--- src/rtl/instr_fetch_stage.sv ---
// -----------------------------------------------------------------------------
// instr_fetch_stage
//   Fetch stage of the RISC-V core. Owns the PC, issues instruction-memory
//   requests with a req/ready handshake and writes the IF/ID pipeline register.
//   A taken branch from EX redirects the PC and flushes IF/ID. A stall from the
//   hazard unit holds IF/ID and the PC. A response that arrives during a stall
//   is parked in a one-entry hold buffer, so no fetched word is lost or
//   duplicated.
//
//   Optional feature: define FETCH_PERF_CNT_EN to add the perf_fetched_o and
//   perf_stall_o performance counters.
//
// Ports
//   clk, rst_n        clock (rising edge), asynchronous active-low reset
//   imem_req/addr     fetch request and word-aligned fetch address (out)
//   imem_ready/rdata  response valid and fetched instruction (in)
//   stall_i           hold IF/ID and PC
//   branch_taken_i    redirect to branch_target_i (low two bits forced to 0)
//   ifid_valid_o      IF/ID holds a real instruction
//   ifid_pc_o         PC of the IF/ID instruction
//   ifid_instr_o      IF/ID instruction
//   opcode_o          ifid_instr_o[6:0], to Control
//   perf_fetched_o    (FETCH_PERF_CNT_EN) valid instructions written to IF/ID
//   perf_stall_o      (FETCH_PERF_CNT_EN) cycles waiting on imem or in HOLD
// -----------------------------------------------------------------------------
module instr_fetch_stage #(
   parameter int unsigned          XLEN      = 32,
   parameter logic [XLEN-1:0]      RESET_PC  = '0,
   parameter logic [XLEN-1:0]      NOP_INSTR = 32'h0000_0013
) (
   input  logic            clk,
   input  logic            rst_n,
   output logic            imem_req,
   output logic [XLEN-1:0] imem_addr,
   input  logic            imem_ready,
   input  logic [XLEN-1:0] imem_rdata,
   input  logic            stall_i,
   input  logic            branch_taken_i,
   input  logic [XLEN-1:0] branch_target_i,
   output logic            ifid_valid_o,
   output logic [XLEN-1:0] ifid_pc_o,
   output logic [XLEN-1:0] ifid_instr_o,
   output logic [6:0]      opcode_o
`ifdef FETCH_PERF_CNT_EN
   ,
   output logic [31:0]     perf_fetched_o,
   output logic [31:0]     perf_stall_o
`endif
);

   typedef enum logic {FETCH, HOLD} state_t;

   state_t          r_state;
   logic            r_active;     // low only during the first cycle after reset release
   logic [XLEN-1:0] r_pc;
   logic [XLEN-1:0] r_buf_instr;  // parked response; its PC is r_pc
   logic            r_ifid_valid;
   logic [XLEN-1:0] r_ifid_pc;
   logic [XLEN-1:0] r_ifid_instr;

   logic            w_ack;
   logic [XLEN-1:0] w_pc_next;
   logic [XLEN-1:0] w_target;

   assign imem_req  = r_active && (r_state == FETCH);
   assign imem_addr = r_pc;
   assign w_ack     = imem_req && imem_ready;
   assign w_pc_next = r_pc + XLEN'(4);
   assign w_target  = branch_target_i & ~XLEN'(3);

   assign ifid_valid_o = r_ifid_valid;
   assign ifid_pc_o    = r_ifid_pc;
   assign ifid_instr_o = r_ifid_instr;
   assign opcode_o     = r_ifid_instr[6:0];

   always_ff @(posedge clk or negedge rst_n) begin
      if (!rst_n) begin
         r_state      <= FETCH;
         r_active     <= 1'b0;
         r_pc         <= RESET_PC;
         r_buf_instr  <= '0;
         r_ifid_valid <= 1'b0;
         r_ifid_pc    <= '0;
         r_ifid_instr <= NOP_INSTR;
      end else begin
         r_active <= 1'b1;
         if (branch_taken_i) begin
            // Redirect wins over stall and ready; any same-cycle response is dropped.
            r_pc         <= w_target;
            r_state      <= FETCH;
            r_buf_instr  <= '0;
            r_ifid_valid <= 1'b0;
            r_ifid_instr <= NOP_INSTR;
         end else begin
            unique case (r_state)
               FETCH: begin
                  if (w_ack) begin
                     if (!stall_i) begin
                        r_ifid_valid <= 1'b1;
                        r_ifid_pc    <= r_pc;
                        r_ifid_instr <= imem_rdata;
                        r_pc         <= w_pc_next;
                     end else begin
                        r_buf_instr <= imem_rdata;
                        r_state     <= HOLD;
                     end
                  end else if (!stall_i) begin
                     // Bubble while waiting; ifid_pc is left as is.
                     r_ifid_valid <= 1'b0;
                     r_ifid_instr <= NOP_INSTR;
                  end
               end
               HOLD: begin
                  if (!stall_i) begin
                     r_ifid_valid <= 1'b1;
                     r_ifid_pc    <= r_pc;
                     r_ifid_instr <= r_buf_instr;
                     r_buf_instr  <= '0;
                     r_pc         <= w_pc_next;
                     r_state      <= FETCH;
                  end
               end
               default: r_state <= FETCH;
            endcase
         end
      end
   end

`ifdef FETCH_PERF_CNT_EN
   logic [31:0] r_perf_fetched;
   logic [31:0] r_perf_stall;
   logic        w_wr_valid;
   logic        w_stall_cyc;

   assign w_wr_valid  = !branch_taken_i && !stall_i &&
                        (((r_state == FETCH) && w_ack) || (r_state == HOLD));
   assign w_stall_cyc = (imem_req && !imem_ready) || (r_state == HOLD);

   always_ff @(posedge clk or negedge rst_n) begin
      if (!rst_n) begin
         r_perf_fetched <= '0;
         r_perf_stall   <= '0;
      end else begin
         if (w_wr_valid)  r_perf_fetched <= r_perf_fetched + 32'd1;
         if (w_stall_cyc) r_perf_stall   <= r_perf_stall + 32'd1;
      end
   end

   assign perf_fetched_o = r_perf_fetched;
   assign perf_stall_o   = r_perf_stall;
`endif

endmodule
--- config.mk ---
export PLATFORM = sky130hd
export DESIGN_NAME = instr_fetch_stage
export DESIGN_NICKNAME = d
export VERILOG_FILES = /design/src/rtl/instr_fetch_stage.sv
export SDC_FILE = /design/constraint.sdc
export NUM_CORES = 1
export LEC_CHECK = 0
export ABC_AREA = 1
export BUFFER_PORTS_ARGS = -buffer_cell sky130_fd_sc_hd__buf_2
export CORE_ASPECT_RATIO = 1.5
export CORE_MARGIN = 2
export CORE_UTILIZATION = 40
export CTS_CLUSTER_SIZE = 10
export DETAILED_ROUTE_END_ITERATION = 10
export GPL_TIMING_DRIVEN = 0
export PLACE_DENSITY = 0.67
export SLEW_MARGIN = 5
export SYNTH_ARGS = -nofsm -noshare
export SYNTH_HDL_FRONTEND = slang
export SYNTH_SLANG_ARGS = --single-unit
export TNS_END_PERCENT = 100
--- constraint.sdc ---
create_clock -name clk -period 1.6 [get_ports clk]
set_input_delay 0.08 -clock clk [delete_from_list [all_inputs] [get_ports clk]]
set_output_delay 0.08 -clock clk [all_outputs]
set_load 0.03 [all_outputs]
==> flow_summary_export.csv, run 1 <==
group,metric,value,unit
synthesis,synth_cells,792,
cts,cts_buffers,17,
layout,fill_cells,1473,
die,io_pins,174,
cts,clock_sinks,127,
cts,path_clk_slew,60,ps
drt,dr.first_iter.drc_count,321,
run_status,status,"finished clean",
die,core,15600,µm²
global_routing,antenna_found_initial,0,
synthesis,synthTopCellsByArea,"dfrtp_1 49%, nand2_1 13%, nand3_1 7.1%",
timing,fin_ws,35.9,ps
place,hpwl,14700,µm
timing,timing.hold.ws,19.4,ps
critical_path,critPathMaxFanout,9,
global_routing,track_usage,24.3,%
layout,nets,1117,
synthesis,ys_seq_elements,127,
place,place_ws,-154,ps
timing,rsz0062_at_grt,"true",
synthesis,synth_warnings,0,
timing,skew,12.4,ps
die,core.rowCount,56,
layout,area_delta_synth_final,40.7,%
timing,layout_min_cycle_time,1560,ps
layout,finish.utilization,57.0,%
layout,seqCellArea,3200,µm²
die,start_util,40.5,%
synthesis,ys_async_sr_fraction,100,%
drt,wl_per_cell,16.1,µm
die,fp.dieW,107,µm
critical_path,startpoint_type,"register",
synthesis,synth.most_common_cell,"nand2_1",
layout,n_antenna_cell,0,
critical_path,worst_ep_arrival_time,1480,ps
global_routing,grt.overflow.total,0,
drt,wl,20400,µm
synthesis,yosysTopAreaCell,"dfrtp_1",
timing,slew_violations,0,
cts,clkLatencyLatePin,420,ps
timing,fmax,639,MHz
layout,final_area,8870,µm²
die,die_h,158,µm
pwr,peakVddDrop,0.861,mV
synthesis,synthTopCellsByCount,"220 x nand2_1, 124 x dfrtp_1, 90 x nand3_1",
flow_run,cap_violations,0,
timing,final_hold_viol_count,0,
global_routing,grt_max_degree,69,
synthesis,syn-cell-area,6300,µm²
critical_path,max_stage_delay,350,ps
hold_path,hold_path_startpoint,"branch_target_i[17]",
critical_path,cp_cell_sequence,"buf_4, nor2_1, buf_4, buf_4",
cts,cts.path.max_buffers,2,
timing,tightest_slew,598,ps
place,place_area,7440,µm²
pwr,powerDensity,1220,nW/µm²
pwr,power.static_leakage,0.00443,µW
synthesis,synthFlopType,"dfrtp_1",
layout,drive_above_1_share,29.9,%
drt,ant_nets,0,
drt,firstDrtPassIters,7,
synthesis,yosys.cell_types.count,34,
critical_path,reg2reg_slack,50,ps
critical_path,path_class,"reg -> out",
drt,vias,6381,
critical_path,cp_slowest_cell,"dfrtp_1",
hold_path,hp-class,"in -> reg",
timing,setup_viol,0,
critical_path,startpoint,"r_state",
cts,cts_tree,"done",
timing,final.period_utilization,97.8,%
cts,root_buffer,"clkbuf_16",
die,die-area,16800,µm²
drt,via_per_inst,5.05,
pwr,p_total,10800,µW
critical_path,r2r_start,"imem_addr[2]",
timing,relSlewSlack,60.1,%
global_routing,grt_pass1_vias,6138,
cts,htreeDepth,4,
place,port-buffer-count,167,
layout,multiInputGateArea,2730,µm²
critical_path,worstPathRequired,1520,ps
place,gp_congestion,0.929,
synthesis,syn_area_per_cell,7.96,µm²
synthesis,synth_top_cell_area_share,49.2,%
synthesis,seq_area_frac_synth,50.5,%
drt,drcViolationCount,0,
global_routing,grt_pass1_wl,31600,µm
critical_path,end_kind,"output pin",
critical_path,cp_common_cell,"buf_4",
synthesis,synth_edf_count,0,
cell families after synthesis:
group | count (synthesis) | synth area share (%)
compound gates | 163 | 15.4
fa+ha+maj | 1 | 0.198
buf+inv | 124 | 8.89
flops | 127 | 50.5
other cells | 2 | 0.119
simple gates | 375 | 24.9
worst max-delay path, delay by kind of cell, from the launching register on:
kind,cells,cell delay [ps]
DFF,1,350
buffers and inverters,3,520
and+or+nand+nor,1,200
report_power, final:
part	switching [µW]	leakage, µW	internal, µW	total [µW]
sequential	376	0.00160	3670	4050
clock	1630	0.000285	2340	3970
combinational	1910	0.00254	892	2800
path summary, 6_finish.rpt:
kind	to	cells past startpoint
worst max-delay path	imem_req	4
worst min-delay path	imem_addr[17]	5
worst max register to register	imem_addr[26]	10
worst min register to register	ifid_pc_o[4]	2
max in group asynchronous	ifid_instr_o[1]	3
min in group asynchronous	ifid_instr_o[27]	2
placed cells by master (no fill, tap or decap), types with 7 or more instances in the layout:
master | synthesis | layout
o21ai_1 | 29 | 31
buf_2 | 18 | 176
clkbuf_16 | 0 | 17
nand3_1 | 90 | 89
dfrtp_1 | 124 | 109
clkbuf_1 | 17 | 13
a21oi_1 | 16 | 16
dlygate4sd3_1 | 0 | 54
o21ai_0 | 69 | 66
nor2_2 | 6 | 13
nor2_1 | 48 | 30
inv_1 | 64 | 64
nor2_4 | 0 | 11
dfrtp_2 | 0 | 15
nand2_1 | 220 | 212
o22ai_1 | 7 | 7
a22o_1 | 29 | 29
buf_4 | 13 | 28
sequential cells by signal, indices dropped and copies added, names as in the netlist:
signal	cells
ifid_instr_o	32
ifid_pc_o	30
r_buf_instr	32
r_active	1
ifid_valid_o	1
r_state	1
imem_addr	30
repair_timing:
action | in CTS | in global routing
endpoints found under the hold margin | 114 | 0
pin swaps | 1 | 10
setup endpoints to repair | 28 | 96
resized for setup | 16 | 65
buffers inserted | 0 | 11
hold buffers | 54 | 0
per-stage QoR:
step / instances / TNS [ps]
after floorplan: 795 / 0
after CTS: 1252 / -14.9
after detailed placement: 1166 / -1200
final: 1263 / 0
after global routing: 1263 / -216
after global placement: 1165 / -166600
cell type report:
class	instances	area share, %
Tap cell	203	2.86
Inverter	69	2.92
Timing Repair Buffer	233	16.9
Buffer	55	3.75
Sequential cell	127	36.1
Clock inverter	15	1.97
Clock buffer	17	4.80
Multi-Input combinational cell	544	30.8
routing by layer:
| metal | up-vias | track usage, % | part of all wire [%] |
|---|---|---|---|
| met3 | 32 | 5.02 | 5.7 |
| met5 | - | 0 | 0 |
| met4 | 0 | 8.16 | 2.2 |
| li1 | 3103 | - | - |
| met1 | 3009 | 28.3 | 40 |
| met2 | 237 | 44.2 | 52 |
Power figures use the tool's default switching activity.
==> inputs of run 2 (changes only) <==
--- a/config.mk
+++ b/config.mk
@@ -14,6 +14,7 @@
 export DETAILED_ROUTE_END_ITERATION = 10
 export GPL_TIMING_DRIVEN = 0
 export PLACE_DENSITY = 0.67
+export REMOVE_ABC_BUFFERS = 1
 export SLEW_MARGIN = 5
 export SYNTH_ARGS = -nofsm -noshare
 export SYNTH_HDL_FRONTEND = slang
==> run 2 against run 1 <==
Sequential share of layout area rose by 0.57 points. Sequential power about the same. Global-route usage decreased by 1.1 points. Total power about the same. Largest cell class unchanged. Largest power group unchanged.
==> flow_summary_export.csv, run 2 (same netlist as run 1, synthesis figures left out) <==
group,metric,value,unit
critical_path,r2r_start,"r_state",
critical_path,end_kind,"register",
cts,clkLatencyLatePin,410,ps
critical_path,cp_slowest_cell,"dfrtp_2",
timing,setup_viol,0,
timing,layout_min_cycle_time,1520,ps
drt,wl_per_cell,16.1,µm
place,place_ws,-1480,ps
drt,via_per_inst,5.17,
cts,clock_sinks,127,
timing,tightest_slew,803,ps
timing,rsz0062_at_grt,"true",
global_routing,grt.overflow.total,0,
place,dp_cells,1113,
pwr,power.static_leakage,0.00430,µW
die,core,15600,µm²
timing,fin_ws,77.4,ps
layout,fill_cells,1479,
global_routing,grt_max_degree,74,
die,die_h,158,µm
critical_path,startpoint_type,"register",
global_routing,grt_pass1_wl,30700,µm
layout,layout_common_cells,"214 x nand2_1, 164 x buf_2, 111 x dfrtp_1",
critical_path,cp_cell_sequence,"buf_12, nor2_4, buf_4, clkbuf_16, nand3_1, o21ai_0, a22o_1",
die,start_util,40.5,%
layout,area_delta_synth_final,38.4,%
drt,ant_nets,0,
place,port-buffer-count,167,
cts,path_clk_slew,60,ps
layout,finish.utilization,56.1,%
drt,dr.first_iter.drc_count,376,
critical_path,critPathMaxFanout,11,
pwr,powerDensity,1240,nW/µm²
critical_path,reg2reg_slack,80,ps
critical_path,worstPathRequired,1940,ps
die,core.rowCount,56,
global_routing,antenna_found_initial,0,
timing,fmax,657,MHz
timing,final.period_utilization,95.2,%
layout,fin_cells,1216,
cts,cts_tree,"done",
die,io_pins,174,
drt,vias,6283,
hold_path,holdPathStages,5,
global_routing,grt_pass1_vias,6110,
cts,cts_buffers,17,
drt,wl,19600,µm
drt,drcViolationCount,0,
flow_run,cap_violations,0,
place,gp_congestion,0.897,
cts,htreeDepth,4,
hold_path,hp-class,"in -> reg",
die,fp.dieW,107,µm
critical_path,path_class,"reg -> reg",
die,die-area,16800,µm²
timing,final_hold_viol_count,0,
layout,nets,1070,
critical_path,max_stage_delay,470,ps
pwr,p_total,10800,µW
drt,firstDrtPassIters,5,
timing,skew,8.88,ps
layout,drive_above_1_share,28.0,%
critical_path,r2r_cells,7,
critical_path,worst_ep_arrival_time,1870,ps
hold_path,hold_path_startpoint,"branch_target_i[16]",
critical_path,r2r_end,"ifid_instr_o[2]",
critical_path,critical-path-top-delay-family,"buffers and inverters",
layout,n_antenna_cell,0,
place,hpwl,12100,µm
pwr,peakVddDrop,0.602,mV
critical_path,path_buf_inv,3,
cts,cts.path.max_buffers,2,
cts,root_buffer,"clkbuf_16",
global_routing,track_usage,23.2,%
timing,relSlewSlack,46.4,%
layout,layout_commonest_cell,"nand2_1",
timing,slew_violations,0,
run_status,status,"finished clean",
hold_path,hold-path-endpoint,"imem_addr[16]",
[run 2: worst reg2reg max path: stages, from the launching register on]
cell	delay, ps
dfrtp_2	470
buf_12	170
nor2_4	140
buf_4	160
clkbuf_16	160
nand3_1	80
o21ai_0	120
a22o_1	150
[run 2: report_power, final]
group	internal, µW	switching (µW)	leakage [µW]	total, µW
Clock	2500	1530	0.000294	4030
Combinational	867	1890	0.00240	2760
Sequential	3670	360	0.00161	4030
Total	7040	3780	0.00430	10800
[run 2: cell type report]
cell class | instances | area (µm²) | share of cell area [%]
Timing Repair inverter | 2 | 15.0 | 0.172
Sequential cell | 127 | 3200 | 36.6
Tap cell | 203 | 254 | 2.91
Timing Repair Buffer | 238 | 1590 | 18.3
Clock inverter | 13 | 164 | 1.88
Multi-Input combinational cell | 545 | 2760 | 31.6
Inverter | 69 | 300 | 3.44
Clock buffer | 19 | 443 | 5.08
[run 2: how the worst max path moves through the flow]
stage / cells after the start / slack (ps) / to / startpoint
after floorplan: 4 / -600 / ifid_instr_o[29] / r_state
after global placement: 7 / -1720 / ifid_pc_o[5] / branch_taken_i
after detailed placement: 7 / -1480 / imem_addr[9] / branch_taken_i
after CTS: 10 / 10 / imem_addr[26] / imem_addr[3]
after global routing: 10 / -30 / imem_addr[22] / imem_addr[2]
final: 7 / 80 / ifid_instr_o[2] / r_state
[run 2: what timing repair did]
action,4_1_cts,5_1_grt
buffers inserted,7,6
cloned,3,1
hold endpoints to repair,110,0
setup endpoints to repair,126,60
gates resized for setup,31,49
pin swaps,4,6
hold buffers,54,0
[run 2: metal layers]
metal	part of all wire, %	track usage [%]	vias up
met5	0	0	-
met2	53	43.1	272
met3	6.3	4.69	21
met1	39	26.8	2978
li1	-	-	3012
met4	1.1	7.05	0
[run 2: through the flow]
| stage | cell area [µm²] | TNS (ps) | hold WS (ps) |
|---|---|---|---|
| 2_1_floorplan | 6010 | -32820 | -216 |
| 3_3_place_gp | 7100 | -335800 | 331 |
| 3_5_place_dp | 7180 | -131560 | 71.5 |
| 4_1_cts | 8520 | 0 | 2.31 |
| 5_1_grt | 8730 | -116 | 24.9 |
| 6_report | 8730 | 0 | 19.9 |
